<file path="config.mk">
export PLATFORM = sky130hd
export DESIGN_NAME = silife_scan_capture
export DESIGN_NICKNAME = d
export VERILOG_FILES = /design/src/rtl/silife_pkg.sv /design/src/rtl/silife_onehot_decode.sv /design/src/rtl/silife_scan_capture.sv
export SDC_FILE = /design/constraint.sdc
export NUM_CORES = 1
export LEC_CHECK = 0
export ABC_AREA = 0
export CAP_MARGIN = 20
export CORE_MARGIN = 2
export CORE_UTILIZATION = 59
export DETAILED_ROUTE_END_ITERATION = 6
export GPL_ROUTABILITY_DRIVEN = 0
export PLACE_DENSITY = 0.95
export SYNTH_ARGS = -nofsm -noshare
export SYNTH_HDL_FRONTEND = slang
export SYNTH_SLANG_ARGS = --single-unit
</file>
<file path="constraint.sdc">
create_clock -name clk -period 13.6 [get_ports clk]
set_input_delay 2.72 -clock clk [delete_from_list [all_inputs] [get_ports clk]]
set_output_delay 2.72 -clock clk [all_outputs]
set_load 0.005 [all_outputs]
</file>
<file path="src/rtl/silife_pkg.sv">
// Shared definitions for the silife scan-capture block: grid size,
// row index type, capture FSM states and small arithmetic helpers.
package silife_pkg;

    localparam int GRID_SIZE = 8;
    localparam int ROW_W     = 3;

    typedef logic [ROW_W-1:0] row_idx_t;

    typedef enum logic [1:0] {
        ST_HUNT    = 2'd0,
        ST_CAPTURE = 2'd1,
        ST_COMMIT  = 2'd2
    } cap_state_t;

    localparam row_idx_t ROW_FIRST = 3'd0;

    // Row that must follow r in a scan; row 7 wraps back to row 0.
    function automatic row_idx_t next_row(input row_idx_t r);
        return r + 3'd1;
    endfunction

    // Saturating increment for the dwell counter.
    function automatic logic [15:0] sat_inc16(input logic [15:0] v);
        return (v == 16'hFFFF) ? v : (v + 16'd1);
    endfunction

endpackage

</file>
<file path="src/rtl/silife_onehot_decode.sv">
// Decodes the polarity-corrected row-select lines into a row index,
// a "exactly one line high" flag and a "several lines high" flag.
// All-zero lines (blanking) give valid_o = 0 and multi_o = 0.
module silife_onehot_decode
    import silife_pkg::*;
(
    input  logic [GRID_SIZE-1:0] line_i,
    output row_idx_t             idx_o,
    output logic                 valid_o,
    output logic                 multi_o
);

    logic [3:0] count_s;

    // Population count and index of the set line (OR of indices is exact when one-hot).
    always_comb begin
        count_s = 4'd0;
        idx_o   = ROW_FIRST;
        for (int i = 0; i < GRID_SIZE; i++) begin
            count_s = count_s + {3'b000, line_i[i]};
            idx_o   = idx_o | (line_i[i] ? row_idx_t'(i) : ROW_FIRST);
        end
    end

    assign valid_o = (count_s == 4'd1);
    assign multi_o = (count_s > 4'd1);

endmodule

</file>
<file path="src/rtl/silife_scan_capture.sv">
// Captures an 8x8 frame from a row-scanned display bus. Rows must appear
// in order 0..7, each held for 'cycles' clocks; blanking (no row) is
// transparent. A complete, correctly timed frame is committed to 'cells'
// on the first clock of the following row 0.
module silife_scan_capture
    import silife_pkg::*;
(
    input  logic                            clk,
    input  logic                            reset_n,
    input  logic                            invert,
    input  logic [15:0]                     cycles,
    input  logic [GRID_SIZE-1:0]            rows,
    input  logic [GRID_SIZE-1:0]            columns,
    output logic [GRID_SIZE-1:0][GRID_SIZE-1:0] cells,
    output logic                            frame_valid,
    output logic                            sync_error,
    output logic                            timing_error
);

    logic [GRID_SIZE-1:0] rows_s;
    logic [GRID_SIZE-1:0] cols_s;
    row_idx_t             row_idx_s;
    logic                 row_valid_s;
    logic                 row_multi_s;
    logic [15:0]          cycles_eff_s;

    cap_state_t                          state_q,        state_d;
    row_idx_t                            cur_row_q,      cur_row_d;
    logic [15:0]                         dwell_q,        dwell_d;
    logic [GRID_SIZE-1:0][GRID_SIZE-1:0] shadow_q,       shadow_d;
    logic [GRID_SIZE-1:0][GRID_SIZE-1:0] cells_q,        cells_d;
    logic                                frame_valid_q,  frame_valid_d;
    logic                                sync_error_q,   sync_error_d;
    logic                                timing_error_q, timing_error_d;

    assign rows_s       = rows    ^ {GRID_SIZE{invert}};
    assign cols_s       = columns ^ {GRID_SIZE{invert}};
    assign cycles_eff_s = (cycles == 16'd0) ? 16'd1 : cycles;

    silife_onehot_decode u_decode (
        .line_i  (rows_s),
        .idx_o   (row_idx_s),
        .valid_o (row_valid_s),
        .multi_o (row_multi_s)
    );

    // Next-state logic: row sequencing, dwell checking, shadow capture and commit.
    always_comb begin
        // COMMIT lasts one clock and then behaves as capture of row 0.
        state_d        = (state_q == ST_COMMIT) ? ST_CAPTURE : state_q;
        cur_row_d      = cur_row_q;
        dwell_d        = dwell_q;
        shadow_d       = shadow_q;
        cells_d        = cells_q;
        frame_valid_d  = 1'b0;
        sync_error_d   = 1'b0;
        timing_error_d = 1'b0;

        if (row_multi_s) begin
            // Several rows at once is a sync violation in every state.
            sync_error_d = 1'b1;
            state_d      = ST_HUNT;
            cur_row_d    = ROW_FIRST;
            dwell_d      = 16'd0;
            shadow_d     = '0;
        end else if (row_valid_s) begin
            case (state_q)
                ST_HUNT: begin
                    if (row_idx_s == ROW_FIRST) begin
                        state_d             = ST_CAPTURE;
                        cur_row_d           = ROW_FIRST;
                        dwell_d             = 16'd1;
                        shadow_d[ROW_FIRST] = cols_s;
                    end else begin
                        // Any other row is ignored while hunting.
                        dwell_d = dwell_q;
                    end
                end
                ST_CAPTURE, ST_COMMIT: begin
                    if (row_idx_s == cur_row_q) begin
                        dwell_d = sat_inc16(dwell_q);
                    end else if (row_idx_s == next_row(cur_row_q)) begin
                        if (dwell_q != cycles_eff_s) begin
                            timing_error_d = 1'b1;
                            state_d        = ST_HUNT;
                            cur_row_d      = ROW_FIRST;
                            dwell_d        = 16'd0;
                            shadow_d       = '0;
                        end else begin
                            if (row_idx_s == ROW_FIRST) begin
                                // Row 0 after a good row 7: publish the frame.
                                cells_d       = shadow_q;
                                frame_valid_d = 1'b1;
                                state_d       = ST_COMMIT;
                            end else begin
                                state_d = ST_CAPTURE;
                            end
                            cur_row_d           = row_idx_s;
                            dwell_d             = 16'd1;
                            shadow_d[row_idx_s] = cols_s;
                        end
                    end else begin
                        sync_error_d = 1'b1;
                        state_d      = ST_HUNT;
                        cur_row_d    = ROW_FIRST;
                        dwell_d      = 16'd0;
                        shadow_d     = '0;
                    end
                end
                default: begin
                    state_d = ST_HUNT;
                end
            endcase
        end else begin
            // Blanking: nothing captured, dwell frozen.
            dwell_d = dwell_q;
        end
    end

    // State and output registers with synchronous active-low reset.
    always_ff @(posedge clk) begin
        if (!reset_n) begin
            state_q        <= ST_HUNT;
            cur_row_q      <= ROW_FIRST;
            dwell_q        <= 16'd0;
            shadow_q       <= '0;
            cells_q        <= '0;
            frame_valid_q  <= 1'b0;
            sync_error_q   <= 1'b0;
            timing_error_q <= 1'b0;
        end else begin
            state_q        <= state_d;
            cur_row_q      <= cur_row_d;
            dwell_q        <= dwell_d;
            shadow_q       <= shadow_d;
            cells_q        <= cells_d;
            frame_valid_q  <= frame_valid_d;
            sync_error_q   <= sync_error_d;
            timing_error_q <= timing_error_d;
        end
    end

    assign cells        = cells_q;
    assign frame_valid  = frame_valid_q;
    assign sync_error   = sync_error_q;
    assign timing_error = timing_error_q;

endmodule

</file>
### After elaboration in Yosys (flattened, before gate mapping)

Cells that the tools add are included.
Widths: inputs -> output; s select.

| word-level totals | value |
|---|---|
| output and inout port bits | 67 |
| register bits | 152 |
| word-level logic and storage cells | 114 |
| bits of input ports | 35 |

| operators by class | value |
|---|---|
| add/sub/neg operators | 9 |
| eq/ne operators | 10 |
| bitwise gates (word level) | 15 |
| magnitude comparators | 3 |
| reduce and logical (&&, ||, !) cells | 13 |
| multiplexer cells | 42 |

Operator list:

| operator | number |
|---|---|
| $mux 64 | 2 |
| $mux 16 | 5 |
| $bwmux 64 | 1 |
| $pmux 16 s2 | 1 |
| $add 4x1->4 | 6 |
| $demux 8 s3 | 1 |
| $mux 3 | 8 |
| $mux 8 | 3 |
| $mux 2 | 9 |
| $or 3x3->3 | 6 |
| $add 16x1->16 const B | 1 |
| $eq 16x16->1 const B | 1 |
| $logic_not 16->1 | 1 |
| $ne 16x16->1 | 1 |
| $pmux 8 s2 | 1 |
| $xor 8x8->8 | 2 |
| $mux 1 | 9 |
| $reduce_and 4->1 | 2 |
| $not 1->1 | 7 |
| $reduce_and 7->1 | 1 |
| $reduce_or 7->1 | 1 |
| $eq 3x3->1 | 2 |
| $pmux 3 s2 | 1 |
| $reduce_or 6->1 | 1 |
| 17 further kinds | 19 |

### Logic depth before layout (Yosys ltp)

Gate-level depths: netlist (run 1).

| depth | value |
|---|---|
| word-level depth | 17 |
| depth in mapped cells | 20 |
| gate-level depth less buffers | 16 |

### Modules after synthesis

A second synthesis (run 1) with hierarchy kept.

| second synthesis, totals | value |
|---|---|
| cells, all modules | 732 |
| area total of the unflattened synthesis | 7,064.3 sq um |

By module, submodules not included:

| module | instances | seq. area each (sq um) | area each (sq um) | cells each |
|---|---|---|---|---|
| silife_scan_capture | 1 | 3,042.9 | 6,815.3 | 703 |
| silife_onehot_decode | 1 | 0.0 | 249.0 | 29 |

### Worst setup path after synthesis (run 1)

OpenSTA, ideal clock, no wires.

| timing path | value |
|---|---|
| path kind | in2reg |
| from | in invert |
| to | reg shadow_q[18] (netlist bit) |
| cell stages on the path | 20 |
| path slack | 6.367 ns |
| arrival | 7.162 ns |
| library setup time | 0.071 ns |
| required time | 13.529 ns |
| buffers on the path | 4 |
| cell sequence | buf_4 buf_1 xor2_1 ha_1 inv_1 fa_1 fa_1 inv_1 fa_1 inv_1 fa_1 nor2b_1 a31oi_1 nor2b_1 nand3_1 or2_2 buf_2 or4_1 buf_2 o2bb2ai_1 |

| on the way | value |
|---|---|
| longest elaborated chain between the ends | 15 |
| elaborated cells between the ends (all ways) | 37 |
| classes of those cells | add/sub: 7; order compare: 3; eq/ne: 3; mux: 12; bitwise: 9; reduce/logical: 3 |

Ends and longest elaborated chain:

| item | line | text |
|---|---|---|
| start: declaration | silife_scan_capture.sv:10 | `input logic invert,` |
| branches (longest 15 deep; another with $add 4x1->4) | - |  |
| end signal: assignment | silife_scan_capture.sv:135 | `shadow_q <= shadow_d;` |
| end: declaration | silife_scan_capture.sv:30 | `logic [GRID_SIZE-1:0][GRID_SIZE-1:0] shadow_q, shadow_d;` |

Several ways; the timed one is not identified.
A chain may end at the register's enable or synchronous reset.

### Final worst setup path (run 1)

| timing path | value |
|---|---|
| from | in invert |
| to | reg shadow_q[47] (netlist bit) |

Same word-level chain as after synthesis.

==> flow_metrics.tcl, run 1 <==
set metrics [dict create \
    wirelength_mm 19.70 \
    critical_path.max_stage_delay_ns 0.93 \
    timing.clock.skew_ns 0.009132 \
    ir_drop_mv 0.06390 \
    route.vias.total 5947 \
    timing.final.max_slew_violations 0 \
    critPathSlowestCell "sky130_fd_sc_hd__nor4_2" \
    synth_top_flop_cell "sky130_fd_sc_hd__dfxtp_1" \
    detailedRoute.firstPassIterationCount 5 \
    type_of_the_worst_min_delay_path "reg2reg" \
    cts_num_sinks 152 \
    height_of_the_chip_um 113.6 \
    worst-endpoint-required_ns 13.95 \
    n_fill_cell 747 \
    synth_top_family_by_area "compound AO/OA/AOI/OAI gates" \
    syn-num-nets 742 \
    place.detailed.instances 911 \
    drt-wirelength-per-cell_um 20.86 \
    post_cts_resize_count 0 \
    layout_min_cycle_time_ns 7.898 \
    drive_above_1_share 0.2196 \
    clk_root_buf "sky130_fd_sc_hd__clkbuf_16" \
    cts-buffers-inserted 17 \
    critical_path.cell_chain "clkdlybuf4s50_1 -> buf_4 -> xor2_1 -> ha_1 -> inv_1 -> fa_1 -> fa_1 -> inv_1 -> fa_1 -> inv_1 -> fa_1 -> nor2b_1 -> a31oi_1 -> nor2b_1 -> and2_0 -> nand3_2 -> nor4_2 -> a22o_1" \
    cts.repair_timing.setup_buffer_count 0 \
    max_freq_mhz 126.6 \
    overall_die_width_um 113.6 \
    comb_power_share 0.127 \
    track_usage 0.3071 \
    place_hpwl_mm 12.10 \
    hold_start "cells[5]" \
    core_area_um2 11860 \
    row_count 40 \
    r2r-start "dwell_q[8]" \
    post_layout_nonfiller_instances 944 \
    critPathLaunchType "input port" \
    grt_antenna_before_repair 0 \
    synth_adder_area_share 0.02364 \
    synth-seq-area-share 0.4290 \
    worstSkewPairLatency_ns 0.43 \
    critical_path_start_end_classification "in2reg" \
    cp_data_arrival_time_ns 8.25 \
    max_slew_margin 0.2940 \
    initial_utilization 0.5980 \
    tightest_slew_ns 1.059 \
    postPlaceCellArea_um2 7996 \
    htreeDepth 4 \
    diodes 0 \
    synth_compound_area_frac 0.2184 \
    cp-startpoint "invert" \
    share_clk_of_total_power 0.459 \
    timing.critical_path.mode_cell "sky130_fd_sc_hd__fa_1" \
    grt_setup_unrepaired "no" \
    share_of_async_settable_or_async_resettable_flops_after_synthesis 0 \
    net-switching-power_uw 280.5 \
    synth-seq-cells 152 \
    io-pin-count 102 \
    synthesis.instances 696 \
    detail_route.vias_per_cell 6.300 \
    port-buffer-count 101 \
    nNetsFinal 830 \
    setup_total_negative_slack_ns 0 \
    result_of_the_run "completed" \
    synth_area_um2 7093 \
    area_growth_pct 21.70 \
    syn-mean-instance-area_um2 10.19 \
    cap_violations 0 \
    dr.first_iter.drc_count 560 \
    floorplan.die_area_um2 12920 \
    timing.final.hold_violations 0 \
    finish.instance_area_um2 8632 \
    seqPwrFrac 0.413 \
    maximum_number_of_pins_on_one_net_before_global_route_repair 69 \
    number_of_warnings_printed_during_yosys_synthesis 0 \
    synth_enable_flop_cells 0 \
    yosys.area_share.xor_xnor 0.07038 \
    clk_pin_slew_worst_paths_ns 0.06 \
    dp_slack_ns 5.202 \
    layout_worst_path_cycle_share 0.5807 \
    detail_route.drc_violations 0 \
    grt_first_pass_wirelength_mm 31.16 \
    globalRouteOverflowTotal 0 \
    cts_tree "yes" \
    power.density_cell_area_nw_per_um2 125.2 \
    cp-end-kind "flip-flop" \
    synth_cell_types 61 \
    critPathMaxFanout 31 \
    antenna_violating_nets_post_route 0 \
    setup_viol 0 \
    synth_simple_gate_area_share 0.2030 \
    number_of_global_route_vias_before_repair 5892 \
    finalWorstSetupSlack_ns 5.702 \
    number_of_buffers_inserted_for_hold_repair_after_clock_tree_synthesis 0 \
    post_synth_mux_area_share 0.002822 \
    cell_leakage_power_nw 2.859 \
    switching_share 0.2594 \
    clk_path_buf_depth 2 \
    p_int_uw 800.6 \
]
-- kinds of logic after synthesis --
logic type                 Yosys count
adders and majority gates           11
muxes                                2
AOI/OAI and AO/OA                  165
and+or+nand+nor                    260
DFF                                152
xor gates and xnor gates            57
buffers and inverters               49
-- synthesized netlist by cell type, types with 3 or more instances --
cell type / instances / area share
sky130_fd_sc_hd__nor2_1: 30 / 0.016
sky130_fd_sc_hd__a22o_1: 32 / 0.040
sky130_fd_sc_hd__inv_1: 11 / 0.0058
sky130_fd_sc_hd__or4_1: 6 / 0.0063
sky130_fd_sc_hd__nor4_1: 10 / 0.0088
sky130_fd_sc_hd__a21oi_1: 3 / 0.0021
sky130_fd_sc_hd__xnor2_1: 36 / 0.044
sky130_fd_sc_hd__buf_6: 9 / 0.014
sky130_fd_sc_hd__ha_1: 7 / 0.012
sky130_fd_sc_hd__xor2_1: 21 / 0.026
sky130_fd_sc_hd__and4_1: 3 / 0.0037
sky130_fd_sc_hd__o21ai_1: 7 / 0.0049
sky130_fd_sc_hd__buf_12: 6 / 0.017
sky130_fd_sc_hd__and2_1: 5 / 0.0044
sky130_fd_sc_hd__dfxtp_1: 152 / 0.43
sky130_fd_sc_hd__nand2b_1: 3 / 0.0026
sky130_fd_sc_hd__a21boi_2: 60 / 0.095
sky130_fd_sc_hd__nor4_4: 3 / 0.0090
sky130_fd_sc_hd__nand2_1: 81 / 0.043
sky130_fd_sc_hd__buf_2: 4 / 0.0028
sky130_fd_sc_hd__o21ai_0: 6 / 0.0042
sky130_fd_sc_hd__nand2_2: 60 / 0.053
sky130_fd_sc_hd__and3_1: 4 / 0.0035
sky130_fd_sc_hd__clkbuf_1: 13 / 0.0069
sky130_fd_sc_hd__nor3_1: 12 / 0.0085
sky130_fd_sc_hd__buf_4: 4 / 0.0042
sky130_fd_sc_hd__nand4_1: 10 / 0.0088
sky130_fd_sc_hd__a21boi_0: 4 / 0.0042
sky130_fd_sc_hd__nand3_1: 14 / 0.0099
sky130_fd_sc_hd__fa_1: 4 / 0.011
sky130_fd_sc_hd__o2bb2ai_1: 35 / 0.043
sky130_fd_sc_hd__a31oi_1: 3 / 0.0026
-- flip-flops by register name (all words and copies together), names as in the netlist --
name / flops
cells: 64
dwell_q: 16
sync_error: 1
timing_error: 1
shadow_q: 64
frame_valid: 1
state_q: 2
cur_row_q: 3
-- power groups by stage --
stage,combinational [mW],clock (mW),sequential [mW]
floorplan,0.0817,0,0.457
global placement,0.118,0,0.457
detailed placement,0.128,0,0.457
CTS,0.132,0.495,0.447
global route,0.146,0.516,0.447
finish,0.138,0.497,0.447
-- stage by stage --
step / util / hold slack (ns) / power [mW]
detailed placement: 0.6742 / 0.4467 / 0.5849
floorplan: - / 0.4322 / 0.5386
CTS: 0.7268 / 0.4548 / 1.074
finish: 0.7277 / 0.4532 / 1.081
global placement: 0.6735 / 0.4407 / 0.5754
global route: 0.7277 / 0.4639 / 1.110
-- final timing paths --
| check | depth (start not counted) | to | slack (ns) |
|---|---|---|---|
| min | 2 | cells[5] | 0.45 |
| min reg2reg | 2 | cells[5] | 0.45 |
| max | 18 | shadow_q[47] | 5.70 |
| max reg2reg | 7 | shadow_q[47] | 9.91 |
-- routing by layer --
metal / share of wire / up-vias / track usage
li1: - / 2640 / -
met1: 0.37 / 2859 / 0.3630
met2: 0.51 / 356 / 0.5337
met3: 0.081 / 92 / 0.07545
met4: 0.038 / 0 / 0.1293
met5: 0 / - / 0
-- layout by cell type, fill, tap and decap left out, drive strengths merged, types with 6 or more instances in the layout --
cell / n
a21boi: 64
a22o: 32
and2: 6
buf: 6
clkbuf: 22
clkdlybuf4s50: 101
dfxtp: 152
ha: 7
inv: 13
nand2: 141
nand3: 15
nand4: 10
nor2: 30
nor3: 12
nor4: 15
o21ai: 14
o2bb2ai: 35
or4: 8
xnor2: 36
xor2: 21
-- worst max-delay path: cells and delay by family --
kind | cells | cell delay (ns)
adders and majority gates | 5 | 1.80
and+or+nand+nor | 5 | 2.17
buffers and inverters | 5 | 1.03
xor gates and xnor gates | 1 | 0.20
AOI/OAI and AO/OA | 2 | 0.33
-- layout make-up --
| cell class | count | area [um^2] | area share |
|---|---|---|---|
| Clock buffer | 22 | 484.2 | 0.05610 |
| Clock inverter | 10 | 140.1 | 0.01623 |
| Inverter | 11 | 41.29 | 0.004783 |
| Multi-Input combinational cell | 495 | 3680 | 0.4263 |
| Sequential cell | 152 | 3043 | 0.3525 |
| Tap cell | 147 | 183.9 | 0.02131 |
| Timing Repair Buffer | 107 | 1060 | 0.1228 |
Power figures use the tool's default switching activity.
==> run 2, diff against run 1 <==
--- a/config.mk
+++ b/config.mk
@@ -8,10 +8,10 @@
 export ABC_AREA = 0
 export CAP_MARGIN = 20
 export CORE_MARGIN = 2
-export CORE_UTILIZATION = 59
+export CORE_UTILIZATION = 49
 export DETAILED_ROUTE_END_ITERATION = 6
 export GPL_ROUTABILITY_DRIVEN = 0
-export PLACE_DENSITY = 0.95
+export PLACE_DENSITY = 0.87
 export SYNTH_ARGS = -nofsm -noshare
 export SYNTH_HDL_FRONTEND = slang
 export SYNTH_SLANG_ARGS = --single-unit
==> constraint.sdc (replaced) <==
create_clock -name clk -period 7.1 [get_ports clk]
set_input_delay 1.42 -clock clk [delete_from_list [all_inputs] [get_ports clk]]
set_output_delay 1.42 -clock clk [all_outputs]
set_load 0.005 [all_outputs]
==> flow_metrics.tcl, run 2 (synthesis results as in run 1) <==
set metrics [dict create \
    result_of_the_run "completed" \
    layout_min_cycle_time_ns 6.166 \
    setup_viol 0 \
    wirelength_mm 16.55 \
    overall_die_width_um 124.3 \
    cts_tree "yes" \
    detail_route.vias_per_cell 5.646 \
    floorplan.die_area_um2 15450 \
    mostFrequentLayoutCell "sky130_fd_sc_hd__dfxtp_1" \
    grt_first_pass_wirelength_mm 27.37 \
    setup_total_negative_slack_ns 0 \
    clk_pin_slew_worst_paths_ns 0.06 \
    route.vias.total 5516 \
    timing.clock.skew_ns 0.007066 \
    initial_utilization 0.5071 \
    antenna_violating_nets_post_route 0 \
    drive_above_1_share 0.2183 \
    dp_slack_ns 0.6206 \
    critPathMaxFanout 15 \
    nNetsFinal 830 \
    htreeDepth 4 \
    tightest_slew_ns 1.061 \
    max_slew_margin 0.2928 \
    finalWorstSetupSlack_ns 0.9345 \
    dr.first_iter.drc_count 496 \
    cp_data_arrival_time_ns 6.53 \
    grt_antenna_before_repair 0 \
    final_cell_mix "sky130_fd_sc_hd__dfxtp_1 (152), sky130_fd_sc_hd__clkdlybuf4s50_1 (101), sky130_fd_sc_hd__nand2_1 (81)" \
    critical_path_start_end_classification "in2reg" \
    drt-wirelength-per-cell_um 16.94 \
    port-buffer-count 101 \
    layout_worst_path_cycle_share 0.8684 \
    globalRouteOverflowTotal 0 \
    core_area_um2 13990 \
    clk_root_buf "sky130_fd_sc_hd__clkbuf_16" \
    detail_route.drc_violations 0 \
    post_cts_resize_count 0 \
    diodes 0 \
    timing.final.max_slew_violations 0 \
    row_count 43 \
    critical_path.max_stage_delay_ns 0.85 \
    area_growth_pct 22.00 \
    timing.final.hold_violations 0 \
    cell_leakage_power_nw 2.844 \
    clk_path_buf_depth 2 \
    io-pin-count 102 \
    number_of_buffers_inserted_for_hold_repair_after_clock_tree_synthesis 0 \
    worst-endpoint-required_ns 7.46 \
    critPathLaunchType "input port" \
    power.density_cell_area_nw_per_um2 235.0 \
    ir_drop_mv 0.1795 \
    cp-end-kind "flip-flop" \
    grt_setup_unrepaired "no" \
    cts.repair_timing.setup_buffer_count 0 \
    max_freq_mhz 162.2 \
    maximum_number_of_pins_on_one_net_before_global_route_repair 69 \
    place_hpwl_mm 11.51 \
    critPathSlowestCell "sky130_fd_sc_hd__nor4_2" \
    number_of_global_route_vias_before_repair 5408 \
    cts-buffers-inserted 17 \
    timing.critical_path.mode_cell "sky130_fd_sc_hd__fa_1" \
    cts_num_sinks 152 \
    height_of_the_chip_um 124.3 \
    critical_path.cell_chain "clkdlybuf4s50_1 -> xor2_1 -> ha_1 -> inv_1 -> fa_1 -> fa_1 -> inv_1 -> fa_1 -> inv_1 -> fa_1 -> nor2b_1 -> a31oi_1 -> nor2b_1 -> and2_0 -> nand3_2 -> nor4_2 -> a22o_1" \
    track_usage 0.2167 \
    detailedRoute.firstPassIterationCount 6 \
    cap_violations 0 \
    type_of_the_worst_min_delay_path "reg2reg" \
    n_fill_cell 1085 \
    worstSkewPairLatency_ns 0.43 \
]
## run 2: cell count changes in the layout (fill, tap and decap cells not counted)
cell,previous run,this run
sky130_fd_sc_hd__clkbuf_1,1,2
sky130_fd_sc_hd__clkbuf_8,4,2
sky130_fd_sc_hd__clkinvlp_4,0,1
sky130_fd_sc_hd__buf_4,5,6
sky130_fd_sc_hd__clkinv_4,2,4
sky130_fd_sc_hd__inv_6,2,0
sky130_fd_sc_hd__buf_6,1,0
## run 2: cell type report
| class | count | area, um^2 | area share |
|---|---|---|---|
| clock inverter | 11 | 147.6 | 0.01706 |
| clock buffer | 21 | 460.4 | 0.05321 |
| multi-input combinational | 495 | 3680 | 0.4252 |
| timing repair buffer | 107 | 1056 | 0.1220 |
| inverter | 11 | 41.29 | 0.004772 |
| tap | 180 | 225.2 | 0.02603 |
| sequential | 152 | 3043 | 0.3516 |
## run 2: per-layer routing
layer  track usage  wire (um)
met5             0          0
met1        0.2800       7076
met3       0.05498       1065
met2        0.3507       7988
met4       0.07997        421
## run 2: through the flow
step | power [mW] | std cells | hold WS [ns] | utilization | instance area, um^2
3_5_place_dp | 1.120 | 945 | 0.4436 | 0.5751 | 8045
6_report | 2.034 | 977 | 0.4488 | 0.6186 | 8653
5_1_grt | 2.097 | 977 | 0.4696 | 0.6186 | 8653
4_1_cts | 2.037 | 977 | 0.4518 | 0.6186 | 8653
3_3_place_gp | 1.115 | 945 | 0.4400 | 0.5751 | 8045
2_1_floorplan | 1.032 | 696 | 0.4322 | - | 7093
## run 2: final timing paths
path | cells after the start | slack [ns] | startpoint | to
worst max-delay path | 17 | 0.93 | invert | shadow_q[58]
worst min-delay path | 2 | 0.45 | cells[6] | cells[6]
worst max register to register | 7 | 3.73 | dwell_q[3] | shadow_q[58]
worst min register to register | 2 | 0.45 | cells[6] | cells[6]
## run 2: critical path, delay by kind of cell
family                     cells  cell delay, ns
xor gates and xnor gates       1            0.26
adders and majority gates      5            1.80
AOI/OAI and AO/OA              2            0.29
buffers and inverters          4            0.84
and+or+nand+nor                5            1.91
## run 2: power breakdown
part / internal (mW) / switching [mW]
logic: 0.0855 / 0.164
clock network: 0.571 / 0.357
registers: 0.855 / 0.000665
total: 1.51 / 0.522
==> run 3, diff against run 2 <==
--- a/config.mk
+++ b/config.mk
@@ -10,8 +10,7 @@
 export CORE_MARGIN = 2
 export CORE_UTILIZATION = 49
 export DETAILED_ROUTE_END_ITERATION = 6
-export GPL_ROUTABILITY_DRIVEN = 0
-export PLACE_DENSITY = 0.87
+export PLACE_DENSITY = 0.77
 export SYNTH_ARGS = -nofsm -noshare
 export SYNTH_HDL_FRONTEND = slang
 export SYNTH_SLANG_ARGS = --single-unit
==> flow_metrics.tcl, run 3 (synthesis results as in run 1) <==
set metrics [dict create \
    setup_viol 0 \
    r2r-start "dwell_q[8]" \
    cp_data_arrival_time_ns 6.60 \
    timing.clock.skew_ns 0.007943 \
    critPathSlowestCell "sky130_fd_sc_hd__clkdlybuf4s50_1" \
    result_of_the_run "completed" \
    port-buffer-count 101 \
    overall_die_width_um 124.3 \
    detailedRoute.firstPassIterationCount 5 \
    timing.critical_path.mode_cell "sky130_fd_sc_hd__fa_1" \
    hold_start "cells[18]" \
    total_power_mw 1.961 \
    multi_input_combinational_cell_area_um2 3680 \
    io-pin-count 102 \
    max_freq_mhz 159.7 \
    critPathLaunchType "input port" \
    grt_antenna_before_repair 0 \
    worstSkewPairLatency_ns 0.42 \
    cp-startpoint "invert" \
    clk_root_buf "sky130_fd_sc_hd__clkbuf_16" \
    number_of_buffers_inserted_for_hold_repair_after_clock_tree_synthesis 0 \
    drt-wirelength-per-cell_um 16.83 \
    cts_tree "yes" \
    critical_path_start_end_classification "in2reg" \
    drive_above_1_share 0.2173 \
    place_hpwl_mm 12.00 \
    final-seq-area_um2 3043 \
    post_cts_resize_count 0 \
    place_congestion 0.8655 \
    cts-buffers-inserted 17 \
    timing.final.max_slew_violations 0 \
    area_growth_pct 21.20 \
    final_cell_mix "sky130_fd_sc_hd__dfxtp_1 (152), sky130_fd_sc_hd__clkdlybuf4s50_1 (101), sky130_fd_sc_hd__nand2_1 (81)" \
    tightest_slew_ns 1.036 \
    max_slew_margin 0.3091 \
    timing.final.hold_violations 0 \
    globalRouteOverflowTotal 0 \
    type_of_the_worst_min_delay_path "reg2reg" \
    floorplan.die_area_um2 15450 \
    critical_path.cell_chain "clkdlybuf4s50_1 -> buf_4 -> xnor2_1 -> fa_1 -> fa_1 -> inv_1 -> fa_1 -> inv_1 -> fa_1 -> nor4bb_1 -> a31oi_1 -> nor2_1 -> inv_1 -> a221oi_1 -> nand3_1 -> o2bb2ai_1" \
    cts_num_sinks 152 \
    detail_route.vias_per_cell 5.654 \
    cell_leakage_power_nw 2.807 \
    clk_path_buf_depth 2 \
    layout_worst_path_cycle_share 0.8817 \
    diodes 0 \
    maximum_number_of_pins_on_one_net_before_global_route_repair 69 \
    wirelength_mm 16.42 \
    ir_drop_mv 0.1581 \
    n_fill_cell 1157 \
    fin_worst_hold_slack_ns 0.4513 \
    path_delay_family "adder cells" \
    layout_min_cycle_time_ns 6.260 \
    antenna_violating_nets_post_route 0 \
    mostFrequentLayoutCell "sky130_fd_sc_hd__dfxtp_1" \
    cts.repair_timing.setup_buffer_count 0 \
    route.vias.total 5518 \
    cap_violations 0 \
    number_of_global_route_vias_before_repair 5354 \
    power.density_cell_area_nw_per_um2 228.1 \
    crit_buf_inv 5 \
    setup_total_negative_slack_ns 0 \
    clk_pin_slew_worst_paths_ns 0.06 \
    core_area_um2 13990 \
    grt_setup_unrepaired "no" \
    htreeDepth 4 \
    detail_route.drc_violations 0 \
    dr.first_iter.drc_count 360 \
    grt_first_pass_wirelength_mm 26.96 \
    nNetsFinal 830 \
    critical_path.max_stage_delay_ns 0.74 \
    row_count 43 \
    initial_utilization 0.5071 \
    cp-end-kind "flip-flop" \
    worst-endpoint-required_ns 7.44 \
    track_usage 0.2119 \
    height_of_the_chip_um 124.3 \
    critPathMaxFanout 20 \
]
-- run 3: cell types whose count changed in the layout (fill, tap and decap cells not counted), sizes merged --
cell      previous run  this run
clkinvlp             1         4
clkbuf              21        19
bufinv               3         1
inv                 11        16
clkinv               7         2
-- run 3: metal layers --
metal	track usage	routed length, um	part of all wire
met5	0	0	0
met4	0.06808	338	0.021
met3	0.04983	699	0.043
met2	0.3558	8055	0.49
met1	0.2694	7329	0.45
-- run 3: final timing paths --
check                           slack, ns            to  cells after the start
worst max-delay path                 0.84   shadow_q[2]                     16
worst max register to register       3.80  shadow_q[17]                      7
worst min register to register       0.45     cells[18]                      2
worst min-delay path                 0.45     cells[18]                      2
-- run 3: area by class of cell --
| cell class | count | area share |
|---|---|---|
| Tap cell | 180 | 0.02620 |
| Timing Repair Buffer | 107 | 0.1228 |
| Multi-Input combinational cell | 495 | 0.4280 |
| Clock inverter | 12 | 0.01383 |
| Inverter | 11 | 0.004803 |
| Sequential cell | 152 | 0.3540 |
| Clock buffer | 19 | 0.05036 |
-- run 3: per-stage QoR --
| step | utilization | worst slack [ns] | instance area [um^2] | cells |
|---|---|---|---|---|
| after detailed placement | 0.5751 | 0.5037 | 8045 | 945 |
| final | 0.6146 | 0.8400 | 8597 | 976 |
| after global placement | 0.5751 | 0.7699 | 8045 | 945 |
| after CTS | 0.6146 | 0.9472 | 8597 | 976 |
| after global routing | 0.6146 | 0.6373 | 8597 | 976 |
| after floorplan | - | 1.167 | 7093 | 696 |
-- run 3: where the power goes --
part	switching, mW	total [mW]	leakage, nW	internal [mW]
sequential	0.000671	0.856	1.22	0.855
clock	0.367	0.853	0.260	0.486
combinational	0.166	0.252	1.32	0.0862
total	0.534	1.96	2.81	1.43
-- run 3: worst reg2reg max path, stage by stage (launching register included) --
cell and delay, ns:
sky130_fd_sc_hd__dfxtp_1 0.48, sky130_fd_sc_hd__xor2_1 0.11, sky130_fd_sc_hd__nor4_1 0.28, sky130_fd_sc_hd__nand2_1 0.10
sky130_fd_sc_hd__nor4_1 0.75, sky130_fd_sc_hd__nand3_2 0.50, sky130_fd_sc_hd__or4_1 0.79, sky130_fd_sc_hd__o2bb2ai_1 0.22
